==> config.mk <==
export PLATFORM = sky130hd
export DESIGN_NAME = seg7_display
export DESIGN_NICKNAME = d
export VERILOG_FILES = /design/src/rtl/seg7_pkg.sv /design/src/rtl/bin2bcd_iter.sv /design/src/rtl/seg7_display.sv
export SDC_FILE = /design/constraint.sdc
export NUM_CORES = 1
export LEC_CHECK = 0
export BUFFER_PORTS_ARGS = -buffer_cell sky130_fd_sc_hd__buf_4
export CORE_ASPECT_RATIO = 1.5
export CORE_MARGIN = 10
export CORE_UTILIZATION = 65
export CTS_BUF_LIST = sky130_fd_sc_hd__clkbuf_8
export CTS_CLUSTER_SIZE = 14
export DETAILED_ROUTE_END_ITERATION = 7
export GPL_TIMING_DRIVEN = 0
export PLACE_DENSITY = 0.92
export SYNTH_ARGS = -nofsm -noshare
export SYNTH_HDL_FRONTEND = slang
export SYNTH_SLANG_ARGS = --single-unit
==> constraint.sdc <==
create_clock -name clk -period 13.15 [get_ports clk]
set_clock_uncertainty 0.2 [all_clocks]
set_input_delay 1.315 -clock clk [delete_from_list [all_inputs] [get_ports clk]]
set_output_delay 1.315 -clock clk [all_outputs]
set_load 0.02 [all_outputs]
==> src/rtl/seg7_pkg.sv <==
// seg7_pkg: shared constants, segment map and converter states
// for the 4-digit multiplexed seven-segment display.
package seg7_pkg;

  localparam int NUM_DIGITS = 4;
  localparam logic [15:0] MAX_VAL = 16'd9999;
  localparam logic [6:0] SEG_BLANK = 7'h7F;

  // active-low {g,f,e,d,c,b,a}
  localparam logic [6:0] SEG_MAP [10] = '{
    7'h40, 7'h79, 7'h24, 7'h30, 7'h19,
    7'h12, 7'h02, 7'h78, 7'h00, 7'h10
  };

  typedef enum logic [1:0] {
    IDLE,
    CONV,
    DONE
  } state_t;

  function automatic logic [6:0] seg_encode(
    input logic [3:0] d
  );
    seg_encode = (d > 4'd9) ? SEG_BLANK
                            : SEG_MAP[d];
  endfunction

endpackage

==> src/rtl/bin2bcd_iter.sv <==
// bin2bcd_iter: 16-bit binary to 4-digit BCD, one
// shift-add-3 step per cycle, start/done handshake.
module bin2bcd_iter
  import seg7_pkg::*;
(
  input  logic        clk,
  input  logic        result_reset,
  input  logic        start,
  input  logic [15:0] bin,
  output logic        ready,
  output logic        done,
  output logic [15:0] bcd
);

  state_t state;
  state_t state_nxt;

  logic [15:0] bin_q;
  logic [15:0] bcd_q;
  logic [15:0] bcd_adj;
  logic [3:0]  iter_q;

  always_ff @(posedge clk or posedge result_reset) begin
    if (result_reset) begin
      state <= IDLE;
    end else begin
      state <= state_nxt;
    end
  end

  always_comb begin
    state_nxt = state;
    unique case (state)
      IDLE: begin
        if (start) begin
          state_nxt = CONV;
        end
      end
      CONV: begin
        if (iter_q == 4'd15) begin
          state_nxt = DONE;
        end
      end
      DONE: begin
        state_nxt = IDLE;
      end
      default: begin
        state_nxt = IDLE;
      end
    endcase
  end

  always_comb begin
    ready = (state == IDLE);
    done  = (state == DONE);
    bcd   = bcd_q;
  end

  // correct each nibble before the shift so it carries as decimal
  always_comb begin
    bcd_adj = bcd_q;
    for (int i = 0; i < 4; i++) begin
      if (bcd_q[4*i +: 4] >= 4'd5) begin
        bcd_adj[4*i +: 4] = bcd_q[4*i +: 4] + 4'd3;
      end
    end
  end

  always_ff @(posedge clk or posedge result_reset) begin
    if (result_reset) begin
      bin_q  <= '0;
      bcd_q  <= '0;
      iter_q <= '0;
    end else if (state == IDLE && start) begin
      bin_q  <= bin;
      bcd_q  <= '0;
      iter_q <= '0;
    end else if (state == CONV) begin
      bcd_q  <= {bcd_adj[14:0], bin_q[15]};
      bin_q  <= {bin_q[14:0], 1'b0};
      iter_q <= iter_q + 4'd1;
    end
  end

endmodule

==> src/rtl/seg7_display.sv <==
// seg7_display: count capture, BCD conversion, digit scan and
// rollover dp flash. SEG7_LZB_EN enables leading-zero blanking.
module seg7_display
  import seg7_pkg::*;
#(
  parameter int REFRESH_DIV  = 100000,
  parameter int FLASH_FRAMES = 250
) (
  input  logic        clk,
  input  logic        result_reset,
  input  logic [15:0] count,
  input  logic        buzzer,
  output logic [3:0]  an,
  output logic [6:0]  seg,
  output logic        dp
);

  localparam int RW = (REFRESH_DIV > 1)
                    ? $clog2(REFRESH_DIV) : 1;
  localparam int FW = $clog2(FLASH_FRAMES + 1);
  localparam int DW = NUM_DIGITS * 4;

  logic [15:0] s1;
  logic [15:0] s2;
  logic [15:0] last_val;
  logic [15:0] cap_val;
  logic [15:0] sat_val;

  logic          conv_start;
  logic          conv_ready;
  logic          conv_done;
  logic [DW-1:0] conv_bcd;
  logic [DW-1:0] digit_q;

  logic [RW-1:0] refresh_q;
  logic [1:0]    idx_q;
  logic          tick;
  logic          wrap;

  logic [3:0] d0, d1, d2, d3;
  logic [3:0] cur;
  logic       blank;
  logic [6:0] seg_nxt;
  logic [3:0] an_nxt;

  logic          b1, b2, b3;
  logic          rise;
  logic [FW-1:0] flash_q;
  logic [FW-1:0] flash_nxt;

  always_ff @(posedge clk or posedge result_reset) begin
    if (result_reset) begin
      s1 <= '0;
      s2 <= '0;
    end else begin
      s1 <= count;
      s2 <= s1;
    end
  end

  // last_val keeps the raw value so saturated inputs settle
  assign sat_val    = (s2 > MAX_VAL) ? MAX_VAL : s2;
  assign conv_start = (s1 == s2) && (s2 != last_val);

  bin2bcd_iter u_conv (
    .clk          (clk),
    .result_reset (result_reset),
    .start        (conv_start),
    .bin          (sat_val),
    .ready        (conv_ready),
    .done         (conv_done),
    .bcd          (conv_bcd)
  );

  always_ff @(posedge clk or posedge result_reset) begin
    if (result_reset) begin
      cap_val  <= '0;
      last_val <= '0;
      digit_q  <= '0;
    end else begin
      if (conv_start && conv_ready) begin
        cap_val <= s2;
      end
      if (conv_done) begin
        digit_q  <= conv_bcd;
        last_val <= cap_val;
      end
    end
  end

  assign tick = (refresh_q == RW'(REFRESH_DIV - 1));
  assign wrap = tick && (idx_q == 2'd3);

  always_ff @(posedge clk or posedge result_reset) begin
    if (result_reset) begin
      refresh_q <= '0;
      idx_q     <= '0;
    end else begin
      refresh_q <= tick ? '0 : refresh_q + RW'(1);
      if (tick) begin
        idx_q <= idx_q + 2'd1;
      end
    end
  end

  assign d0 = digit_q[3:0];
  assign d1 = digit_q[7:4];
  assign d2 = digit_q[11:8];
  assign d3 = digit_q[15:12];

  always_comb begin
    cur = d0;
    unique case (idx_q)
      2'd0: cur = d0;
      2'd1: cur = d1;
      2'd2: cur = d2;
      2'd3: cur = d3;
    endcase
    blank = 1'b0;
`ifdef SEG7_LZB_EN
    case (idx_q)
      2'd3:    blank = (d3 == 4'd0);
      2'd2:    blank = ({d3, d2} == 8'd0);
      2'd1:    blank = ({d3, d2, d1} == 12'd0);
      default: blank = 1'b0;
    endcase
`endif
    seg_nxt = blank ? SEG_BLANK : seg_encode(cur);
    an_nxt  = ~(4'b0001 << idx_q);
  end

  assign rise = b2 & ~b3;

  // a fresh rollover always restarts the full flash
  always_comb begin
    flash_nxt = flash_q;
    if (rise) begin
      flash_nxt = FW'(FLASH_FRAMES);
    end else if (wrap && flash_q != '0) begin
      flash_nxt = flash_q - FW'(1);
    end
  end

  always_ff @(posedge clk or posedge result_reset) begin
    if (result_reset) begin
      b1      <= 1'b0;
      b2      <= 1'b0;
      b3      <= 1'b0;
      flash_q <= '0;
    end else begin
      b1      <= buzzer;
      b2      <= b1;
      b3      <= b2;
      flash_q <= flash_nxt;
    end
  end

  always_ff @(posedge clk or posedge result_reset) begin
    if (result_reset) begin
      an  <= 4'b1111;
      seg <= SEG_BLANK;
      dp  <= 1'b1;
    end else begin
      an  <= an_nxt;
      seg <= seg_nxt;
      dp  <= (flash_nxt == '0);
    end
  end

endmodule

== After elaboration in Yosys (flattened, before gate mapping) ==
Memories as Yosys holds them, arrays and structs flattened.
Index checks and enable logic that the tools add are counted.

* Output and inout bits: 12
* Logic and storage cells: 81
* Memories kept: 1
* Bits of input ports: 19
* Register bits after elaboration: 160
* Memory bits (read-only): 112

* Shift operators: 1
* Equal/unequal tests: 11
* Reduce and logical (&&, ||, !) cells: 10
* Order comparisons: 7
* Muxes and demuxes: 21
* $add $sub $neg: 8
* Bitwise operators: 4

{| class="wikitable"
|+ Memory list
! name !! depth !! width !! rd ports !! clocked after memory_dff !! wr ports !! line !! text
|-
| (no name shown) || 16 || 7 || 1 || 0 || 0 || seg7_pkg.sv:25 || <nowiki>: SEG_MAP[d];</nowiki>
|}

{| class="wikitable"
|+ Operator list
! cell !! number
|-
| 16-bit two-way mux || 5
|-
| 7-bit two-way mux || 3
|-
| 4-bit two-way mux || 5
|-
| 17-bit by 1-bit adder with 17-bit output, second input constant || 1
|-
| 17-bit equality test, second input constant || 1
|-
| 17-bit two-way mux || 1
|-
| 16-bit equality test || 1
|-
| 4-bit by 3-bit >= comparator with 1-bit output, second input constant || 4
|-
| 16-bit by 14-bit > comparator with 1-bit output, second input constant || 1
|-
| 8-bit two-way mux || 2
|-
| 16-bit != test || 1
|-
| 4-bit case mux with 4 select lines || 1
|-
| 4-bit by 2-bit adder with 4-bit output, second input constant || 3
|-
| 8-bit logical NOT || 1
|-
| 8-bit nonzero test || 1
|-
| 8-bit by 1-bit subtractor with 8-bit output, second input constant || 1
|-
| 2-bit equality test, second input constant || 3
|-
| 5-bit >= comparator, second input constant || 1
|-
| 4-bit inverter with 5-bit output || 1
|-
| 4-bit by 1-bit adder with 4-bit output, second input constant || 1
|-
| 2-bit by 1-bit equality test with 1-bit output, second input constant || 2
|-
| 4-bit equality test, second input constant || 1
|-
| 4-bit > comparator, second input constant || 1
|-
| 1-bit logical AND || 4
|-
| other kinds (13) || 16
|}

== Logic depth before layout (Yosys ltp) ==
* Depth after elaboration: 7
* Depth in mapped cells: 11
* Depth with buffers taken out: 11

== By module ==
Synthesis repeated with hierarchy kept, for this count alone.

* Cell total of the unflattened synthesis: 603
* Area, all modules: 7218.2 µm²

{| class="wikitable"
|+ Modules (own cells, without submodules)
! module !! area an instance (µm²) !! seq. area each (µm²) !! cells each !! times used
|-
| seg7_display || 5248.8 || 3067.9 || 409 || 1
|-
| bin2bcd_iter || 1969.4 || 950.9 || 194 || 1
|}

== Least setup slack after synthesis ==
Ideal clock, no wire load.

* Path type: reg-to-reg
* Start point: register s2[13]
* End point: register cap_val[0]
* Arrival: 2.048 ns
* Clock period less this slack: 2.376 ns
* Stages on the path, launching flop included: 8
* Library setup time: 0.128 ns
* Buffers on the path: 2
* Required time: 12.822 ns
* Slack: 10.774 ns
* Cell sequence: dfrtp_1 -> buf_2 -> xnor2_1 -> nand4_1 -> or4_1 -> nor3_4 -> buf_6 -> mux2_1

* Cells in the longest elaborated chain, start to end: 3
* Elaborated cells on any way between the ends: 4
* Classes of those cells: eq/ne: 2; reduce/logical: 2

{| class="wikitable"
|+ Ends and longest elaborated chain
! what !! line !! text
|-
| from (decl) || seg7_display.sv:24 || <nowiki>logic [15:0] s2;</nowiki>
|-
| from (signal assigned) || seg7_display.sv:54 || <nowiki>s2 <= '0;</nowiki>
|-
| from (signal assigned) || seg7_display.sv:57 || <nowiki>s2 <= s1;</nowiki>
|-
| 16-bit equality test or 16-bit != test (tied branches) || seg7_display.sv:63 || <nowiki>assign conv_start = (s1 == s2) && (s2 != last_val);</nowiki>
|-
| 1-bit logical AND * || seg7_display.sv:63 ||
|-
| 1-bit logical AND * || seg7_display.sv:81 || <nowiki>if (conv_start && conv_ready) begin</nowiki>
|-
| to (signal assigned) || seg7_display.sv:77 || <nowiki>cap_val <= '0;</nowiki>
|-
| to (signal assigned) || seg7_display.sv:82 || <nowiki>cap_val <= s2;</nowiki>
|-
| to (decl) || seg7_display.sv:26 || <nowiki>logic [15:0] cap_val;</nowiki>
|}

Mark *: on every way between the ends. The rest lies on a longest branch, timed or not.
A chain may end at the register's enable or synchronous reset.

== Worst setup path in the final report ==
* Start point: register idx_q[1]
* End point: register seg[4]

* Cells in the longest elaborated chain, start to end: 7
* Elaborated cells on any way between the ends: 11
* Classes of those cells: order compare: 1; eq/ne: 3; mux: 4; bitwise: 1; reduce/logical: 1; memory: 1

{| class="wikitable"
|+ Ends and longest elaborated chain
! what !! line !! text
|-
| from (decl) || seg7_display.sv:36 || <nowiki>logic [1:0] idx_q;</nowiki>
|-
| from (signal assigned) || seg7_display.sv:101 || <nowiki>idx_q <= idx_q + 2'd1;</nowiki>
|-
| 2-bit equality test (tied with other cells) || seg7_display.sv:113 || <nowiki>unique case (idx_q)</nowiki>
|-
| 4-bit case mux with 4 select lines * || seg7_display.sv:113 ||
|-
| 4-bit inverter with 5-bit output (implied by the code) || seg7_pkg.sv:25 ||
|-
| memory 16 x 7 bit || n/a ||
|-
| 7-bit two-way mux (implied by the code) (2 in series) || seg7_pkg.sv:25 ||
|-
| 7-bit two-way mux * || seg7_pkg.sv:24 || <nowiki>seg_encode = (d > 4'd9) ? SEG_BLANK</nowiki>
|-
| net seg_nxt[4] || seg7_display.sv:43 || <nowiki>logic [6:0] seg_nxt;</nowiki>
|-
| to (signal assigned) || seg7_display.sv:165 || <nowiki>seg <= seg_nxt;</nowiki>
|-
| to (decl) || seg7_display.sv:14 || <nowiki>output logic [6:0] seg,</nowiki>
|}

Mark *: on every way through the listed nets, which the timed path passes. The rest lies on a longest branch. The select of a mux whose other input is x is not followed.

==> impl_metrics.ini <==
[setup_path]
critical_path_required_ns = 13.32
crit_chain = ha_1 > clkbuf_1 > a222oi_1 > a21oi_1 > inv_1 > ha_1 > nor3_1 > nor3_1 > a31oi_1
start_kind = register
crit_fanout = 10
cp.arrival_ns = 2.94
end_kind = register
critPathKind = register to register
cpPeakStageDelay_ns = 0.41
critPathSlowestCell = dfrtp_1

[grt]
grt_max_degree = 97
antenna_found_initial = 0
grt_pass1_vias = 5263
grt_pass1_wl_um = 24910
grt_use_total_pct = 19.62
grt_overflow_total = 0

[clocking]
cts_tree = built
cts-resized-gates = 0
clock_sinks = 160
numCtsBuffers = 17
cts_setup_buffers = 0
worstSkewPairLatency_ns = 0.45
clockRootBuffer = clkbuf_8
postCtsHoldBufs = 0
cts_max_level = 4
cts.clk_slew.worst_paths_ns = 0.08
clk_path_buf_depth = 2

[place]
placed_area_um2 = 7557
port_buffers = 30
gp_congestion = 0.8214
pre_cts_ws_ns = 10.44
dp_hpwl_um = 10200

[logic_synthesis]
syn-cell-area_um2 = 7119
synthFlopType = dfrtp_1
synth.distinct_cells = 51
seq_area_frac_synth_pct = 56.45
synth-simple-area-share_pct = 12.28
ys_seq_elements = 160
synth_compound_area_share_pct = 7.118
syn_inst = 609
synthMuxAreaShare_pct = 10.12
synth_area_leaders = dfrtp_1, dfstp_2, mux2_2, xnor2_1, ha_1
synth_fa_ha_area_share_pct = 3.866
async_flop_share_pct = 100.0
yosys.area.top_type_share_pct = 52.02
synth_area_per_cell_um2 = 11.69
synth-edff-count = 0
yosys.area.top_type = dfrtp_1
synth-warning-count = 0
synth_xor_area_share_pct = 7.381
syn_nets = 650
synth_top_family_by_area = simple AND/OR/NAND/NOR gates

[layout]
drive_above_1_share_pct = 17.56
syn_to_final_growth_pct = 11.97
final_nets = 700
final_cell_area_um2 = 7971
nFillCells = 645
antenna_cells = 0

[timing]
drv_slew = 0
rsz0062_at_grt = false
post-route-period-util_pct = 21.05
finalHoldViolations = 0
setup_ws_ns = 10.38
slew_headroom_pct = 45.85
finalSetupViolations = 0
hold_ws_ns = 0.1681
fmax_ghz = 0.3612
fin_crit_ns = 2.768
max_slew.worst_pin.slew_ns = 0.8074
totalNegativeSetupSlack_ns = 0

[floorplanning]
die-area_um2 = 15630
start_util_pct = 66.86
die_w_um = 105.5
ios = 31
rows = 46
die_h_um = 148.2
core_area_um2 = 10650

[route]
totalWireLength_um = 14160
postRouteAntennaNets = 0
dr_total_vias = 4847
detail_route.vias_per_cell = 5.940
initialDrtViolationCount = 212
routedWlPerCell_um = 17.35
route.detailed.drc = 0
dr.pass1.iters = 5

[power]
power_density_nw_per_um2 = 113.0
ir_drop_uv = 91.92
leakage_uw = 0.003569
finalPower_uw = 900.5

[min_path]
hold_path.class = register to register

[flow_run]
maxCapViolations = 0

[outcome]
status = completed
==> registers in the layout (all words and copies together), names as in the netlist, 7 cells and up <==
register	count
u_conv.bin_q	16
refresh_q	17
u_conv.bcd	16
cap_val	16
last_val	16
seg	7
digit_q	16
s2	16
s1	16
flash_q	8
==> synthesized netlist by cell type, types with 3 or more instances <==
| cell type | n |
|---|---|
| buf_2 | 5 |
| nand4_1 | 10 |
| xnor2_1 | 34 |
| mux2_2 | 27 |
| inv_1 | 23 |
| a31oi_1 | 8 |
| a21oi_1 | 16 |
| dfstp_2 | 12 |
| clkbuf_1 | 14 |
| mux2i_1 | 27 |
| nor2_1 | 35 |
| nand3_1 | 13 |
| nor3_1 | 7 |
| nor4_1 | 7 |
| dfrtp_1 | 148 |
| nand2_1 | 58 |
| mux2_1 | 13 |
| nand2b_1 | 9 |
| o21ai_0 | 26 |
| a21o_1 | 5 |
| and3_1 | 5 |
| ha_1 | 22 |
| o31ai_1 | 3 |
| o22ai_1 | 10 |
| nand3b_1 | 3 |
| a222oi_1 | 4 |
| xor2_1 | 26 |
| nor4b_1 | 4 |
| nor2b_1 | 8 |
==> cells in the final DEF (no fill, tap or decap), drive strengths merged, types with 9 or more instances in the layout <==
cell type	synthesis	routed
buf	9	40
nor2	35	35
dfrtp	148	148
inv	23	23
o21ai	26	26
nand2	58	58
nand2b	9	9
mux2	40	40
xor2	26	26
nand4	10	10
nand3	14	14
mux2i	27	27
dfstp	12	12
o22ai	10	10
xnor2	34	34
ha	22	22
clkbuf	14	32
a21oi	16	16
==> power breakdown <==
group          leakage, uW  switching, uW  internal, uW
Combinational      0.00130           15.6          9.80
Clock             0.000200            179           192
Sequential         0.00207           6.87           498
Total              0.00357            202           699
==> cell families after synthesis <==
logic type,after synthesis
fa+ha+maj,22
compound gates,81
mux,67
buf+inv,46
flops,160
xor+xnor,60
simple gates,173
==> area by class of cell <==
cell class | count | area, um2 | area share [%]
multi-input cells | 403 | 2903 | 36.41
inverters | 23 | 91.34 | 1.146
clock buffers | 18 | 247.7 | 3.108
plain buffers | 23 | 111.4 | 1.397
flip-flops and latches | 160 | 4019 | 50.42
well taps | 144 | 180.2 | 2.260
clock inverters | 14 | 166.4 | 2.088
repair buffers | 31 | 252.7 | 3.171
==> path summary, 6_finish.rpt <==
path / start / endpoint / slack, ns / depth (start not counted)
max in group asynchronous: result_reset / digit_q[6] / 11.17 / 3
hold / removal: b1 / b2 / 0.17 / 0
hold reg to reg: b1 / b2 / 0.17 / 0
min in group asynchronous: result_reset / s1[3] / 0.72 / 2
setup reg to reg: idx_q[1] / seg[4] / 10.38 / 9
setup / recovery: idx_q[1] / seg[4] / 10.38 / 9
==> routing by layer <==
metal / vias to the layer above / share of wire, % / global-route usage (%)
met5: - / 0 / 0
met2: 145 / 56 / 36.64
met3: 48 / 4.4 / 4.671
met4: 0 / 4.2 / 10.12
met1: 2440 / 35 / 19.50
li1: 2214 / - / -
==> worst max-delay path, delay by kind of cell, from the launching register on <==
kind / cells / cell delay (ns)
adders and majority gates: 2 / 0.42
DFF: 1 / 0.41
and+or+nand+nor: 2 / 0.40
buffers and inverters: 2 / 0.55
AOI/OAI and AO/OA: 3 / 0.70
==> through the flow <==
stage,utilization [%],cells
after floorplan,-,609
after global placement,70.67,783
after detailed placement,70.98,784
after CTS,74.86,816
after global routing,74.86,816
final,74.86,816
(Power assumes the default switching activity.)
